`src/rtl/lsu_pkg.sv`:
```
// Shared types and constants for the load/store unit.
package lsu_pkg;

    localparam int unsigned XLEN = 32;
    localparam int unsigned BE_W = XLEN / 8;

    localparam logic [2:0] F3_B  = 3'b000;
    localparam logic [2:0] F3_H  = 3'b001;
    localparam logic [2:0] F3_W  = 3'b010;
    localparam logic [2:0] F3_BU = 3'b100;
    localparam logic [2:0] F3_HU = 3'b101;

    typedef enum logic [1:0] {
        S_IDLE = 2'd0,
        S_REQ  = 2'd1,
        S_RESP = 2'd2
    } lsu_state_t;

    typedef struct packed {
        logic            we;
        logic [BE_W-1:0] be;
        logic [XLEN-1:0] addr;
        logic [XLEN-1:0] wdata;
    } mem_req_t;

    // Alignment and funct3 legality; unsigned loads have no store counterpart.
    function automatic logic op_legal(input logic we, input logic [2:0] f3, input logic [1:0] off);
        case (f3)
            F3_B:    op_legal = 1'b1;
            F3_H:    op_legal = ~off[0];
            F3_W:    op_legal = (off == 2'b00);
            F3_BU:   op_legal = ~we;
            F3_HU:   op_legal = ~we & ~off[0];
            default: op_legal = 1'b0;
        endcase
    endfunction

endpackage

```
`src/rtl/lsu_align.sv`:
```
// Lane steering: byte enables, store-data replication and load extract/extend.
module lsu_align
    import lsu_pkg::*;
(
    input  logic [2:0]      i_funct3,
    input  logic [1:0]      i_off,
    input  logic [XLEN-1:0] i_wdata,
    input  logic [XLEN-1:0] i_rdata,
    output logic [BE_W-1:0] o_be_c,
    output logic [XLEN-1:0] o_wdata_c,
    output logic [XLEN-1:0] o_rdata_c
);

    logic [7:0]  w_byte;
    logic [15:0] w_half;

    assign w_byte = i_rdata[{i_off, 3'b000} +: 8];
    assign w_half = i_off[1] ? i_rdata[31:16] : i_rdata[15:0];

    always_comb begin
        o_be_c    = 4'b1111;
        o_wdata_c = i_wdata;
        o_rdata_c = i_rdata;
        case (i_funct3)
            F3_B, F3_BU: begin
                o_be_c    = 4'b0001 << i_off;
                o_wdata_c = {4{i_wdata[7:0]}};
                o_rdata_c = (i_funct3 == F3_B) ? {{24{w_byte[7]}}, w_byte} : {24'd0, w_byte};
            end
            F3_H, F3_HU: begin
                o_be_c    = i_off[1] ? 4'b1100 : 4'b0011;
                o_wdata_c = {2{i_wdata[15:0]}};
                o_rdata_c = (i_funct3 == F3_H) ? {{16{w_half[15]}}, w_half} : {16'd0, w_half};
            end
            default: ;
        endcase
    end

endmodule

```
`src/rtl/lsu_unit.sv`:
```
// Load/store unit: one op at a time, valid/ready request to data memory,
// aligned and extended load data, err pulse for illegal/misaligned ops.
module lsu_unit
    import lsu_pkg::*;
(
    input  logic            clk,
    input  logic            rst_n,
    input  logic            req_valid,
    input  logic            req_we,
    input  logic [2:0]      req_funct3,
    input  logic [XLEN-1:0] req_addr,
    input  logic [XLEN-1:0] req_wdata,
    output logic            busy,
    output logic            done,
    output logic            err,
    output logic [XLEN-1:0] data_m,
    output logic            mem_valid,
    input  logic            mem_ready,
    output logic            mem_we,
    output logic [BE_W-1:0] mem_be,
    output logic [XLEN-1:0] mem_addr,
    output logic [XLEN-1:0] mem_wdata,
    input  logic            mem_rvalid,
    input  logic [XLEN-1:0] mem_rdata
);

    lsu_state_t      r_state;
    mem_req_t        r_req;
    logic            r_mem_valid;
    logic [2:0]      r_f3;
    logic [1:0]      r_off;
    logic            r_busy;
    logic            r_done;
    logic            r_err;
    logic [XLEN-1:0] r_data_m;

    logic [2:0]      w_f3;
    logic [1:0]      w_off;
    logic [BE_W-1:0] w_be;
    logic [XLEN-1:0] w_wdata;
    logic [XLEN-1:0] w_load;
    logic            w_legal;

    // Aligner sees the incoming op in IDLE and the captured op afterwards.
    assign w_f3    = (r_state == S_IDLE) ? req_funct3    : r_f3;
    assign w_off   = (r_state == S_IDLE) ? req_addr[1:0] : r_off;
    assign w_legal = op_legal(req_we, req_funct3, req_addr[1:0]);

    lsu_align u_align (
        .i_funct3  (w_f3),
        .i_off     (w_off),
        .i_wdata   (req_wdata),
        .i_rdata   (mem_rdata),
        .o_be_c    (w_be),
        .o_wdata_c (w_wdata),
        .o_rdata_c (w_load)
    );

    always_ff @(posedge clk or negedge rst_n) begin
        if (!rst_n) begin
            r_state     <= S_IDLE;
            r_req       <= '0;
            r_mem_valid <= 1'b0;
            r_f3        <= 3'd0;
            r_off       <= 2'd0;
            r_busy      <= 1'b0;
            r_done      <= 1'b0;
            r_err       <= 1'b0;
            r_data_m    <= '0;
        end else begin
            r_done <= 1'b0;
            r_err  <= 1'b0;
            case (r_state)
                S_IDLE: begin
                    if (req_valid) begin
                        if (w_legal) begin
                            r_f3        <= req_funct3;
                            r_off       <= req_addr[1:0];
                            r_req       <= '{we: req_we, be: w_be,
                                             addr: {req_addr[XLEN-1:2], 2'b00},
                                             wdata: w_wdata};
                            r_mem_valid <= 1'b1;
                            r_busy      <= 1'b1;
                            r_state     <= S_REQ;
                        end else begin
                            r_err <= 1'b1;
                        end
                    end
                end
                S_REQ: begin
                    if (mem_ready) begin
                        r_mem_valid <= 1'b0;
                        r_state     <= S_RESP;
                    end
                end
                S_RESP: begin
                    if (mem_rvalid) begin
                        if (!r_req.we) r_data_m <= w_load;
                        r_done  <= 1'b1;
                        r_busy  <= 1'b0;
                        r_state <= S_IDLE;
                    end
                end
                default: r_state <= S_IDLE;
            endcase
        end
    end

    assign busy      = r_busy;
    assign done      = r_done;
    assign err       = r_err;
    assign data_m    = r_data_m;
    assign mem_valid = r_mem_valid;
    assign mem_we    = r_req.we;
    assign mem_be    = r_req.be;
    assign mem_addr  = r_req.addr;
    assign mem_wdata = r_req.wdata;

endmodule

```
`config.mk`:
```
export PLATFORM = sky130hd
export DESIGN_NAME = lsu_unit
export DESIGN_NICKNAME = d
export VERILOG_FILES = /design/src/rtl/lsu_pkg.sv /design/src/rtl/lsu_align.sv /design/src/rtl/lsu_unit.sv
export SDC_FILE = /design/constraint.sdc
export NUM_CORES = 1
export LEC_CHECK = 0
export ABC_CLOCK_PERIOD_IN_PS = 3020
export BUFFER_PORTS_ARGS = -buffer_cell sky130_fd_sc_hd__buf_2
export CORE_ASPECT_RATIO = 0.7
export CORE_MARGIN = 2
export CORE_UTILIZATION = 45
export DETAILED_ROUTE_END_ITERATION = 6
export HOLD_SLACK_MARGIN = 0.03
export PLACE_DENSITY = 0.84
export SKIP_LAST_GASP = 1
export SYNTH_ARGS = -nofsm -noshare
export SYNTH_HDL_FRONTEND = slang
export SYNTH_HIERARCHICAL = 1
export SYNTH_SLANG_ARGS = --single-unit
```
`constraint.sdc`:
```
create_clock -name clk -period 3.02 [get_ports clk]
set_input_delay 0.151 -clock clk [delete_from_list [all_inputs] [get_ports clk]]
set_output_delay 0.151 -clock clk [all_outputs]
set_load 0.005 [all_outputs]
```
; ---- Word level (Yosys, flattened, before mapping)
; Cells that the tools add are included.
[op_classes]
bitwise_logic = 4
n_eq_ne = 13
n_reduce_logical = 13
mux = 26
shifts = 2
[op_table]
columns = cell, count
row1 = case mux 32 bit (2 select lines), 2
row2 = two-way mux 32 bit, 2
row3 = variable part select 32 x 6 -> 8 bit, 1
row4 = two-way mux 16 bit, 1
row5 = == test 3 bit (second input constant), 4
row6 = AND reduction 4 bit, 3
row7 = two-way mux 2 bit, 5
row8 = two-way mux 1 bit, 9
row9 = inequality test 2 bit (second input constant), 4
row10 = case mux 4 bit (2 select lines), 1
row11 = == test 3 x 1 -> 1 bit (second input constant), 2
row12 = logical NOT 3 bit, 2
row13 = case mux 2 bit (3 select lines), 1
row14 = AND reduction 3 bit, 2
row15 = case mux 1 bit (5 select lines), 1
row16 = logical NOT 2 bit, 2
row17 = two-way mux 4 bit, 1
row18 = case mux 1 bit (2 select lines), 2
row19 = nonzero test 2 bit, 2
row20 = OR reduction 2 bit, 2
row21 = << shifter 1 x 2 -> 4 bit (first input constant), 1
row22 = == test 3 x 2 -> 1 bit (second input constant), 1
row23 = two-way mux 3 bit, 1
row24 = inverter 1 bit, 3
row25 = 3 further kinds, 3
[totals]
out_inout_bits = 105
regBits = 110
word_cells = 70
inputBits = 105

; ---- Logic depth before layout (Yosys ltp)
; Gate-level depths: netlist of the first run.
[depth]
depth_word = 6
depth_mapped = 9

; ---- By module
; Netlist of the first run, hierarchy kept.
[by_module_without_submodules]
columns = module, instances, seq_area_each_um2, cells_each, area_each_um2
row1 = lsu_unit, 1, 2752.6, 251, 4361.7
row2 = lsu_align, 1, 0.0, 186, 1212.4

; ---- Worst setup path before layout of the first run
; Ideal clock, no wire load.
[synth_timing]
kind = register to register
from = reg r_state[1]
to = reg r_data_m[21] (netlist: data_m[21])
stages_incl_launch_ff = 9
n_path_buf = 2
setup_ns = 0.125
period_less_slack_ns = 2.279
arrival_ns = 2.155
path_slack_ns = 0.741
path_cell_list = dfrtp_1 nor2_2 mux2_2 buf_6 mux2_4 a31oi_4 buf_6 o22ai_1 mux2_2
[synth_via]
elab_chain_cells = 5
elab_cells_between_ends = 16
cone_classes = eq/ne: 4 / shift: 1 / mux: 6 / reduce/logical: 5
[synth_lines]
columns = element, line_no
row1 = start: declaration, lsu_unit.sv:27  ; lsu_state_t r_state;
row2 = start signal: assignment, lsu_unit.sv:61  ; r_state <= S_IDLE;
row3 = start signal: assignment, lsu_unit.sv:84  ; r_state <= S_REQ;
row4 = start signal: assignment, lsu_unit.sv:93  ; r_state <= S_RESP;
row5 = logical NOT 2 bit (*), lsu_unit.sv:46  ; assign w_off = (r_state == S_IDLE) ? req_addr[1:0] : r_off;
row6 = two-way mux 2 bit (*), lsu_unit.sv:46
row7 = net w_off[1], lsu_unit.sv:38  ; logic [1:0] w_off;
row8 = variable part select 32 x 6 -> 8 bit / two-way mux 16 bit (equally long branches), "lsu_align.sv:17, lsu_align.sv:18"
row9 = "two-way mux 32 bit, on equally long branches", "lsu_align.sv:28, lsu_align.sv:33"
row10 = case mux 32 bit (2 select lines) (*), lsu_align.sv:24  ; case (i_funct3)
row11 = net w_load[21], lsu_unit.sv:41  ; logic [XLEN-1:0] w_load;
row12 = end signal: assignment, lsu_unit.sv:98  ; if (!r_req.we) r_data_m <= w_load;
row13 = end: declaration, lsu_unit.sv:35  ; logic [XLEN-1:0] r_data_m;
; Mark *: on every way through the listed nets, which the timed path passes. The rest lies on a longest branch.
; A chain may end at the register's enable or synchronous reset.

; ---- Final worst setup path of the first run
[layout_timing]
from = reg r_state[1]
to = reg r_data_m[9] (netlist: data_m[9])
; Same word-level chain as after synthesis.

==> results of run 1 <==
-- cells by family (layout without fill, tap and decap cells) --
group / after synthesis / after routing / synth area share (%)
muxes: 136 / 136 / 30.42
DFF: 110 / 110 / 49.38
and+or+nand+nor: 88 / 88 / 7.430
AOI/OAI and AO/OA: 52 / 52 / 7.228
buffers and inverters: 50 / 257 / 5.477
other: 1 / 3 / 0.06728
-- per-stage QoR --
| stage | utilization, % | setup WS (ps) | total power, mW | instances |
|---|---|---|---|---|
| CTS | 59.08 | 248.2 | 6.052 | 801 |
| detailed placement | 55.66 | 265.2 | 4.900 | 772 |
| global route | 59.19 | 79.00 | 6.401 | 803 |
| floorplan | - | 740.7 | 3.861 | 438 |
| finish | 59.19 | 236.4 | 5.984 | 803 |
| global placement | 55.66 | 442.4 | 4.770 | 772 |
-- layout by cell type, fill, tap and decap left out, types with 2 or more instances in the layout --
cell type / count
a221o_1: 7
a221oi_1: 2
buf_2: 206
buf_4: 10
clkbuf_16: 9
clkinv_4: 3
conb_1: 2
dfrtp_1: 110
dlygate4sd3_1: 14
inv_1: 11
mux2_2: 71
mux2_4: 49
mux2i_1: 16
nand2_1: 45
nand2b_1: 3
nand3b_1: 2
nor2_1: 11
nor2_2: 2
nor2b_1: 19
o21ai_0: 10
o21bai_1: 3
o221ai_1: 8
o22ai_1: 17
or2_2: 2
-- layout make-up --
cell class | count | area (sq um)
antenna | 1 | 2.502
sequential | 110 | 2753
tap | 157 | 196.4
inverter | 11 | 41.29
fill | 963 | 4853
clock buffer | 10 | 229.0
clock inverter | 6 | 47.55
multi-input combinational | 278 | 2522
timing repair buffer | 230 | 1246
-- synth_stat cells, drive strengths merged (4+ instances only) --
| cell type | number |
|---|---|
| a221o | 7 |
| buf | 34 |
| clkbuf | 5 |
| dfrtp | 110 |
| inv | 11 |
| mux2 | 120 |
| mux2i | 16 |
| nand2 | 45 |
| nor2 | 13 |
| nor2b | 19 |
| o21ai | 10 |
| o21bai | 4 |
| o221ai | 8 |
| o22ai | 17 |
-- worst paths after layout --
path,endpoint,depth (start not counted),slack [ps]
worst min-delay path,r_state[1],2,50
max in group asynchronous,data_m[7],3,1790
worst max-delay path,data_m[9],6,240
min in group asynchronous,mem_addr[30],2,350
worst min register to register,mem_valid,2,490
worst max register to register,data_m[9],6,240
-- sequential cells by signal (all words and copies together) (netlist names) --
signal	cells
data_m	32
mem_wdata	32
mem_addr	30
mem_be	4
r_f3	3
r_off	2
r_state	2
busy	1
done	1
err	1
mem_valid	1
mem_we	1
-- where the power goes --
part / internal (mW) / switching, mW / total, mW / leakage [nW]
registers: 2.10 / 0.350 / 2.45 / 1.32
logic: 1.37 / 1.06 / 2.43 / 2.16
clock network: 0.566 / 0.537 / 1.10 / 0.133
total: 4.04 / 1.95 / 5.98 / 3.62
-- worst max-delay path: stages (launching register included) --
cell	delay [ps]
dfrtp_1	430
nor2_2	320
mux2_2	550
nor2b_1	220
a22oi_4	590
o221ai_1	240
mux2_2	310
-- per-layer routing --
metal	share of wire, %	GRT usage, %
met1	43	28.26
met2	45	34.86
met3	9.4	7.094
met4	2.4	8.168
met5	0	0
==> summary.txt, run 1 <==
pin count of the biggest net entering global routing = 46
worst-path maximum fanout = 24
CORE AREA = 11890 sq um
CP startpoint = r_state[1]
mean area per synthesized cell = 12.76 sq um
row cnt = 33
DIE WIDTH = 137.0 um
HP Class = input pin to flip-flop
clk buf depth = 2
Post-Synthesis Cells = 437
vias in the first global route = 4467
Cell variety after synth = 33
Initial Utilization = 46.87%
status = finished clean
asr flop ratio synth = 100.0%
Worst VDD drop = 0.4038 mV
Pleak = 3.619 nW
final hold vios = 0
vias per cell = 5.275
startpoint type of the worst setup path = flip-flop
final hold slack = 45.41 ps
die extent in y = 97.12 um
DR DRC count = 0
RePlAce Congestion = 0.8967
initial antenna violation count = 1
Crit. End Element = flip-flop
EDFF count, synth = 0
endpoints failing setup = 0
CTS resizes = 0
Max Slew Vio Count = 0
initial DRC count = 210
Setup Skew = 8.353 ps
top cell type's share of synthesized area = 49.38%
CTS Buf Count = 9
TritonCTS clock tree = built
Max Clk Rate = 0.3593 GHz
full die area = 13310 sq um
fin crit share = 92.17%
# clock sinks = 110
final WL = 14500 um
top_reg_cell synth = dfrtp_1
Pwr per Cell Area = 850.2 nW/um^2
Post CTS Setup Buffer Count = 0
detailed placement HPWL = 10650 um
worst hold path startpoint = mem_rvalid
Final min period = 2784 ps
Area Overhead vs Synth = 26.26%
RSZ-0062 raised after global routing = no
Total GRT Usage = 22.06%
num ports = 210
grt total ovfl = 0
via count = 4236
critical path type = flip-flop to flip-flop
proportion of layout cells with a drive suffix above 1 = 55.50%
global-route wire length before repair = 22880 um
post-route ant nets = 0
Synth Register Bits = 110
Synth Cell Area = 5574 sq um
total of max-cap violations = 0
CP Data Arrival Time = 3010 ps
Worst-Skew Late Latency = 350 ps
Clock transition at path regs = 70 ps
sequential share of the synthesized area = 49.38%
yosys warns = 6
RR Startpoint = r_state[1]
setup_tns = 0 ps
Slew headroom = 55.23%
hold_buf cts = 13
Required @ worst endpoint = 3240 ps
Worst Tran Pin Value = 671.6 ps
DRT Pass-1 Iters = 5
H-tree lvl count = 3
dominant cells by area after synthesis = dfrtp_1 49%, mux2_2 14%, mux2_4 13%, nand2_1 3.0%, mux2i_1 2.9%
root buffer cell = clkbuf_16
Synth area leader = dfrtp_1
Placed Area = 6619 sq um
design area = 7038 sq um
WL/cell = 18.06 um
# nets final = 745
IO Port Bufs = 207
No activity file was read; power rests on OpenSTA's default activity.
==> inputs of run 2 (changes only) <==
Settings changed: ABC_CLOCK_PERIOD_IN_PS 3020 to 2300, GPL_TIMING_DRIVEN set to 0, PLACE_DENSITY 0.84 to 0.87.
Clock period 3.02 ns to 2.3 ns, I/O delays scaled along.
==> summary.txt, run 2 (synthesized netlist as in run 1, its figures left out) <==
root buffer cell = clkbuf_16
WL/cell = 19.05 um
die extent in y = 97.12 um
startpoint type of the worst setup path = flip-flop
TritonCTS clock tree = built
# clock sinks = 110
Max Slew Vio Count = 0
fin crit share = 105.8%
initial DRC count = 203
worst-path maximum fanout = 6
clk buf depth = 2
CP peak stage delay = 420 ps
HP Class = input pin to flip-flop
Buf/Inv on CP = 2
GR Util met3 = 6.573%
Pleak = 4.099 nW
DIE WIDTH = 137.0 um
GR Util met1 = 33.53%
H-tree lvl count = 3
CP Data Arrival Time = 2660 ps
Crit. End Element = flip-flop
row cnt = 33
global-route wire length before repair = 25530 um
Required @ worst endpoint = 2530 ps
initial antenna violation count = 0
RSZ-0062 raised after global routing = yes
design area = 7990 sq um
vias per cell = 5.196
vias in the first global route = 4843
RePlAce Congestion = 0.8821
IO Port Bufs = 207
CP delay by family, top = multiplexers
full die area = 13310 sq um
# nets final = 813
Worst-Skew Late Latency = 350 ps
GRT met2 Usage = 39.61%
Area Overhead vs Synth = 43.34%
CORE AREA = 11890 sq um
failing checks = negative setup slack
grt total ovfl = 0
final WL = 16560 um
pre-CTS WS = -504.8 ps
n_diodes = 0
Worst VDD drop = 0.5574 mV
Final min period = 2433 ps
CP dominant cell by count = mux2_4
Total GRT Usage = 24.94%
Initial Utilization = 46.87%
Clock transition at path regs = 70 ps
most common cell after layout, fill and taps aside = buf_2
via count = 4515
DRT Pass-1 Iters = 4
num ports = 210
Worst Tran Pin Value = 687.0 ps
# fillers = 887
critical path type = flip-flop to flip-flop
Setup Skew = 6.268 ps
detailed placement HPWL = 11640 um
Pwr per Cell Area = 1094 nW/um^2
total of max-cap violations = 0
crit-path cells = nor2_4, mux2_4, mux2_4, a22oi_4, buf_6, buf_6, o221ai_1, mux2_4
most frequent cells in the layout = 214 x buf_2, 110 x dfrtp_1, 70 x mux2_4
pin count of the biggest net entering global routing = 60
CTS Buf Count = 9
post-route ant nets = 0
Max Clk Rate = 0.4110 GHz
DR DRC count = 0
GRT busiest layer = met2
Placed Area = 6840 sq um
proportion of layout cells with a drive suffix above 1 = 59.69%
final hold vios = 0
status = finished with violations
Slew headroom = 54.20%
final worst-path setup slack = -133.3 ps
Max stage delay cell, worst path = dfrtp_1
endpoints failing setup = 22
## run 2: cell types whose count changed in the layout (fill, tap and decap cells not counted), moves of 2 or more
cell,previous run,this run
buf_2,206,214
buf_4,10,25
buf_6,0,12
buf_8,0,5
clkbuf_2,0,2
dlygate4sd3_1,14,35
mux2_2,71,50
mux2_4,49,70
nor2_4,0,2
o221ai_1,8,5
o221ai_2,0,3
o22ai_1,17,4
o22ai_2,0,11
o22ai_4,0,2
## run 2: final timing paths
kind	startpoint	end	slack, ps	depth (start not counted)
worst max-delay path	r_state[1]	data_m[14]	-130	8
worst min-delay path	req_funct3[1]	r_f3[1]	50	2
worst max register to register	r_state[1]	data_m[14]	-130	8
worst min register to register	busy	busy	490	2
max in group asynchronous	rst_n	mem_wdata[12]	1180	3
min in group asynchronous	rst_n	mem_addr[28]	380	2
## run 2: repair_timing
action	4_1_cts	5_1_grt
gates resized for setup	38	42
pin swaps	11	2
setup endpoints to repair	57	57
hold buffers	35	0
gates cloned	3	0
endpoints found under the hold margin	85	0
buffers inserted	10	6
## run 2: area by class of cell
type | instances | area, sq um | share of cell area (%)
Timing Repair Buffer | 262 | 1619 | 20.26
Buffer | 36 | 297.8 | 3.727
Tap cell | 157 | 196.4 | 2.458
Multi-Input combinational cell | 278 | 2776 | 34.75
Inverter | 11 | 41.29 | 0.5168
Sequential cell | 110 | 2753 | 34.45
Clock inverter | 5 | 67.56 | 0.8456
Clock buffer | 10 | 239.0 | 2.991
## run 2: routing by layer
metal / vias up / share of wire, % / routed length (um)
met1: 2231 / 44 / 7301
met2: 179 / 46 / 7680
met4: 0 / 1.9 / 315
li1: 2082 / - / -
met5: - / 0 / 0
met3: 23 / 7.6 / 1261
## run 2: power by group
group	switching, mW	total [mW]	internal, mW
logic	1.64	3.93	2.29
clock network	0.717	1.60	0.885
registers	0.451	3.21	2.76
## run 2: per-stage QoR
stage / setup TNS (ps) / cells / util (%) / hold WS, ps / total power, mW
global route: -3428 / 869 / 67.19 / 47.06 / 9.291
global placement: -12410 / 802 / 57.27 / 334.8 / 6.387
floorplan: 0 / 438 / - / -180.6 / 5.070
CTS: -1674 / 865 / 65.47 / 35.14 / 8.533
finish: -1273 / 869 / 67.19 / 51.47 / 8.743
detailed placement: -11300 / 803 / 57.52 / 192.4 / 6.526
